==> src/rtl/noc_pe.sv <==
// Compute endpoint on a router's local port: accumulates each accepted payload
// and returns {PE_ADDR, src, acc} to the sender one clock after acceptance.
module noc_pe #(
    parameter int          DATA_WIDTH = 16,
    parameter int          ADDR_WIDTH = 2,
    parameter int unsigned PE_ADDR    = 0,
    localparam int         PW         = DATA_WIDTH + 2 * ADDR_WIDTH
) (
    input  logic          clk,
    input  logic          rst,
    input  logic          i_valid_from_router,
    input  logic [PW-1:0] i_data_from_router,
    output logic          o_valid_to_router,
    output logic [PW-1:0] o_data_to_router,
    output logic [1:0]    dbg_state_o
);

    // Handshake: a packet is taken on the first clock where the valid level is
    // seen high after being low while IDLE; there is no ready, so rises seen
    // while busy are dropped and the response must be sunk in its single
    // valid cycle.
    typedef enum logic [1:0] {
        IDLE    = 2'd0,
        COMPUTE = 2'd1,
        SEND    = 2'd2
    } state_t;

    localparam logic [ADDR_WIDTH-1:0] PE_ADDR_L = ADDR_WIDTH'(PE_ADDR);

    state_t                  state_q;
    logic                    prev_valid_q;
    logic [DATA_WIDTH-1:0]   acc_q;
    logic [DATA_WIDTH-1:0]   acc_d;
    logic [ADDR_WIDTH-1:0]   src_q;
    logic [DATA_WIDTH-1:0]   payload_q;
    logic                    o_valid_q;
    logic [PW-1:0]           o_data_q;
    logic                    accept;
    logic [ADDR_WIDTH-1:0]   in_src;
    logic [DATA_WIDTH-1:0]   in_payload;
    logic                    unused_dst;

    assign in_src     = i_data_from_router[PW-1 -: ADDR_WIDTH];
    assign in_payload = i_data_from_router[DATA_WIDTH-1:0];
    // The router has already delivered this packet here; dst carries no meaning.
    assign unused_dst = ^i_data_from_router[DATA_WIDTH +: ADDR_WIDTH];

    assign accept = i_valid_from_router && !prev_valid_q && (state_q == IDLE);
    assign acc_d  = acc_q + payload_q;

    always_ff @(posedge clk or posedge rst) begin
        if (rst) begin
            state_q      <= IDLE;
            prev_valid_q <= 1'b0;
            acc_q        <= '0;
            src_q        <= '0;
            payload_q    <= '0;
            o_valid_q    <= 1'b0;
            o_data_q     <= '0;
        end else begin
            prev_valid_q <= i_valid_from_router;
            case (state_q)
                IDLE: begin
                    if (accept) begin
                        src_q     <= in_src;
                        payload_q <= in_payload;
                        state_q   <= COMPUTE;
                    end
                end
                COMPUTE: begin
                    acc_q     <= acc_d;
                    o_data_q  <= {PE_ADDR_L, src_q, acc_d};
                    o_valid_q <= 1'b1;
                    state_q   <= SEND;
                end
                SEND: begin
                    o_valid_q <= 1'b0;
                    state_q   <= IDLE;
                end
                default: begin
                    o_valid_q <= 1'b0;
                    state_q   <= IDLE;
                end
            endcase
        end
    end

    assign o_valid_to_router = o_valid_q;
    assign o_data_to_router  = o_data_q;
    assign dbg_state_o       = state_q;

endmodule

==> config.mk <==
export PLATFORM = sky130hd
export DESIGN_NAME = noc_pe
export DESIGN_NICKNAME = d
export VERILOG_FILES = /design/src/rtl/noc_pe.sv
export SDC_FILE = /design/constraint.sdc
export NUM_CORES = 1
export LEC_CHECK = 0
export ABC_AREA = 1
export CAP_MARGIN = 20
export CORE_AREA = 2 2 52 102
export DETAILED_ROUTE_END_ITERATION = 16
export DIE_AREA = 0 0 54 104
export PLACE_DENSITY = 0.77
export REMOVE_ABC_BUFFERS = 1
export SYNTH_ARGS = -nofsm -noshare
export SYNTH_HDL_FRONTEND = slang
export SYNTH_SLANG_ARGS = --single-unit
==> constraint.sdc <==
create_clock -name clk -period 2.2 [get_ports clk]
set_clock_uncertainty 0.05 [all_clocks]
set_input_delay 0.33 -clock clk [delete_from_list [all_inputs] [get_ports clk]]
set_output_delay 0.33 -clock clk [all_outputs]
set_load 0.05 [all_outputs]
==> metrics <==
status=complete, no violations; crit path to=dbg_state_o[1]; Starting Density=0.495; Avg Synthesized Cell Area=slightly above 7 um^2; RSZ-0062 raised after global routing=false; slowest stage delay, CP=between 0.8 and 0.9 ns; CTS Buf Count=5; Post-Layout Cell Count=around 440; IO Count=46; Leak=approximately 1.7 nW; core area=4860 um^2; num rows=36; clock latency on the worst-skew pair=around 0.28 ns; drt first pass iters=4; crit path cell chain=clkdlybuf4s50_1; DP HPWL=roughly 4000 um; WP data required=between 1.5 and 2 ns; IO buf count=41; largest net degree at the start of global routing=around 40; Seq/Total Area, Yosys=0.416; Die Area=5620 um^2; H-tree levels=2; CTS sink cnt=40; Root Driver=clkbuf_8; clock slew at reported path FFs=around 0.080 ns; diode count=0; Rel. slew slack=0.654; critical path type=register to output port; GPL Wtd Cong=between 0.8 and 0.9; Synth cell types=26; Worst-Margin Slew=0.517 ns; Die Height=104 um; Post-Route Setup TNS=0 ns; clock share of power=0.117; Gate Count Post-Synth=339; crit-path leading delay family=buffers and inverters; max-slew violation count=0; fin crit share=0.902; Final Hold Vio Count=0; cells on worst reg2reg path=10; fraction of registers with async set/reset=1.00; reg2reg setup slack=roughly 0.27 ns; crit path max fanout=4; Vias/cell=4.74; CTS tree=done; synthesized area=~2400 um^2; GRT overflow=0; FF-to-FF Start=acc_q[0]; critical path depth=1; die span in x=approximately 54 um; Max Cap Viol=0; Int Power=between 1.5 and 2 mW; first-pass GRT wire length=a little under 9000 um; Primary FF master, synth=dfrtp_1; first-iteration detailed-routing DRC count=just under 60; drt drc=0; synth warn=0; Fmax=around 0.50 GHz; DRT Wirelength=between 5000 and 6000 um; via count=around 2.1k; WL/cell=11.9 um; flops & latches, synth=40; crit path capture type=output port; P&R area growth vs syn=22.8%; GRT Util Overall=0.204; dpl cells=roughly 440; most common cell after layout, fill and taps aside=nand2_1; buffers inserted by post-CTS timing repair=0; crit path launch type=register; post-cts sizing count=0; Bufs and invs on worst path=1; Final Setup Violations=0; worst min-delay path class=input port to async pin; switching part of the total=0.493; Worst EP arrival=around 1.6 ns; number of global-route vias before repair=roughly 2k; NetSw=just under 2 mW; crit path time final=approximately 2.0 ns; Cell Pwr Density=1330 nW/um^2; layout cells sized above 1=0.0390; Final nets=between 400 and 500; worst vdd ir=about 870 uV; fin util=0.608; worst r2r dst=acc_q[8]; Critical Path Source=dbg_state_o[1]; Slowest-stage cell, CP=clkdlybuf4s50_1; initial antenna violation count=0; hold bufs inserted after CTS=0; antenna viol nets, final=0; most frequent cells in the layout=nand2_1, inv_1, clkdlybuf4s50_1, dfrtp_1, nand3_1; EDFF count, synth=0; sequential power share=0.288; Comb power frac=0.596; Clock Tree Buf Depth=2
worst reg2reg max path: cells and delay by family (launching register included):
kind                       cells  cell delay (ns)
adders and majority gates      2             0.63
and+or+nand+nor                7             0.61
DFF                            1             0.40
xor gates and xnor gates       1             0.14
layout make-up:
cell class	count	area, um^2
clock buffers	6	72.6
well taps	57	71.3
inverters	46	173
fillers	453	1910
repair buffers	46	448
clock inverters	1	5.00
flip-flops and latches	40	1000
multi-input cells	246	1190
Yosys cell counts, drive strengths merged (2+ instances only):
| cell | n | area share |
|---|---|---|
| nand2 | 167 | 0.26 |
| inv | 46 | 0.072 |
| dfrtp | 40 | 0.42 |
| nand3 | 19 | 0.039 |
| ha | 15 | 0.078 |
| nor2 | 12 | 0.022 |
| buf | 8 | 0.021 |
| a21oi | 7 | 0.015 |
| o21ai | 5 | 0.010 |
| or2 | 5 | 0.013 |
| nor3 | 3 | 0.0062 |
| and2 | 2 | 0.0057 |
| nand3b | 2 | 0.0062 |
| xnor2 | 2 | 0.0073 |
| xor2 | 2 | 0.0073 |
logic make-up after synthesis:
| family | after synthesis | share of synthesized area |
|---|---|---|
| buf+inv | 54 | 0.0930 |
| fa+ha+maj | 16 | 0.0862 |
| simple gates | 212 | 0.364 |
| flops | 40 | 0.416 |
| other cells | 1 | 0.00156 |
| xor+xnor | 4 | 0.0145 |
| compound gates | 12 | 0.0249 |
flip-flops by register name, indices dropped and copies added (netlist names):
signal	flops
prev_valid_q	1
payload_q	16
acc_q	15
o_data_to_router	3
dbg_state_o	2
src_q	2
o_valid_to_router	1
through the flow:
| stage | hold WS (ns) | power (mW) | setup WS, ns | area, um^2 |
|---|---|---|---|---|
| 2_1_floorplan | 0.311 | 2.82 | 0.145 | 2360 |
| 3_3_place_gp | 0.406 | 3.44 | 0.335 | 2880 |
| 3_5_place_dp | 0.408 | 3.49 | 0.305 | 2880 |
| 4_1_cts | 0.427 | 3.97 | 0.195 | 2960 |
| 5_1_grt | 0.463 | 4.24 | 0.163 | 2960 |
| 6_report | 0.421 | 3.94 | 0.215 | 2960 |
metal layers:
metal,part of all wire,track usage,up-vias
met3,0.018,0.0230,2
met1,0.41,0.236,959
met4,0.0070,0.0429,0
met2,0.57,0.378,23
li1,-,-,1111
met5,0,0,-
power by group through the flow:
stage	combinational (mW)	sequential (mW)	clock, mW
after floorplan	1.16	1.66	0
after global placement	2.31	1.14	0
after detailed placement	2.34	1.15	0
after CTS	2.35	1.14	0.475
after global routing	2.59	1.16	0.495
final	2.35	1.13	0.459
how the worst min path moves through the flow:
stage	from	endpoint	slack, ns
detailed placement	o_data_to_router[17]	o_data_to_router[17]	0.41
floorplan	i_valid_from_router	prev_valid_q	0.31
global route	payload_q[5]	payload_q[5]	0.46
finish	rst	o_data_to_router[15]	0.42
CTS	o_data_to_router[17]	o_data_to_router[17]	0.43
global placement	o_data_to_router[17]	o_data_to_router[17]	0.41
Note: power is estimated with default switching activity, not from simulation.
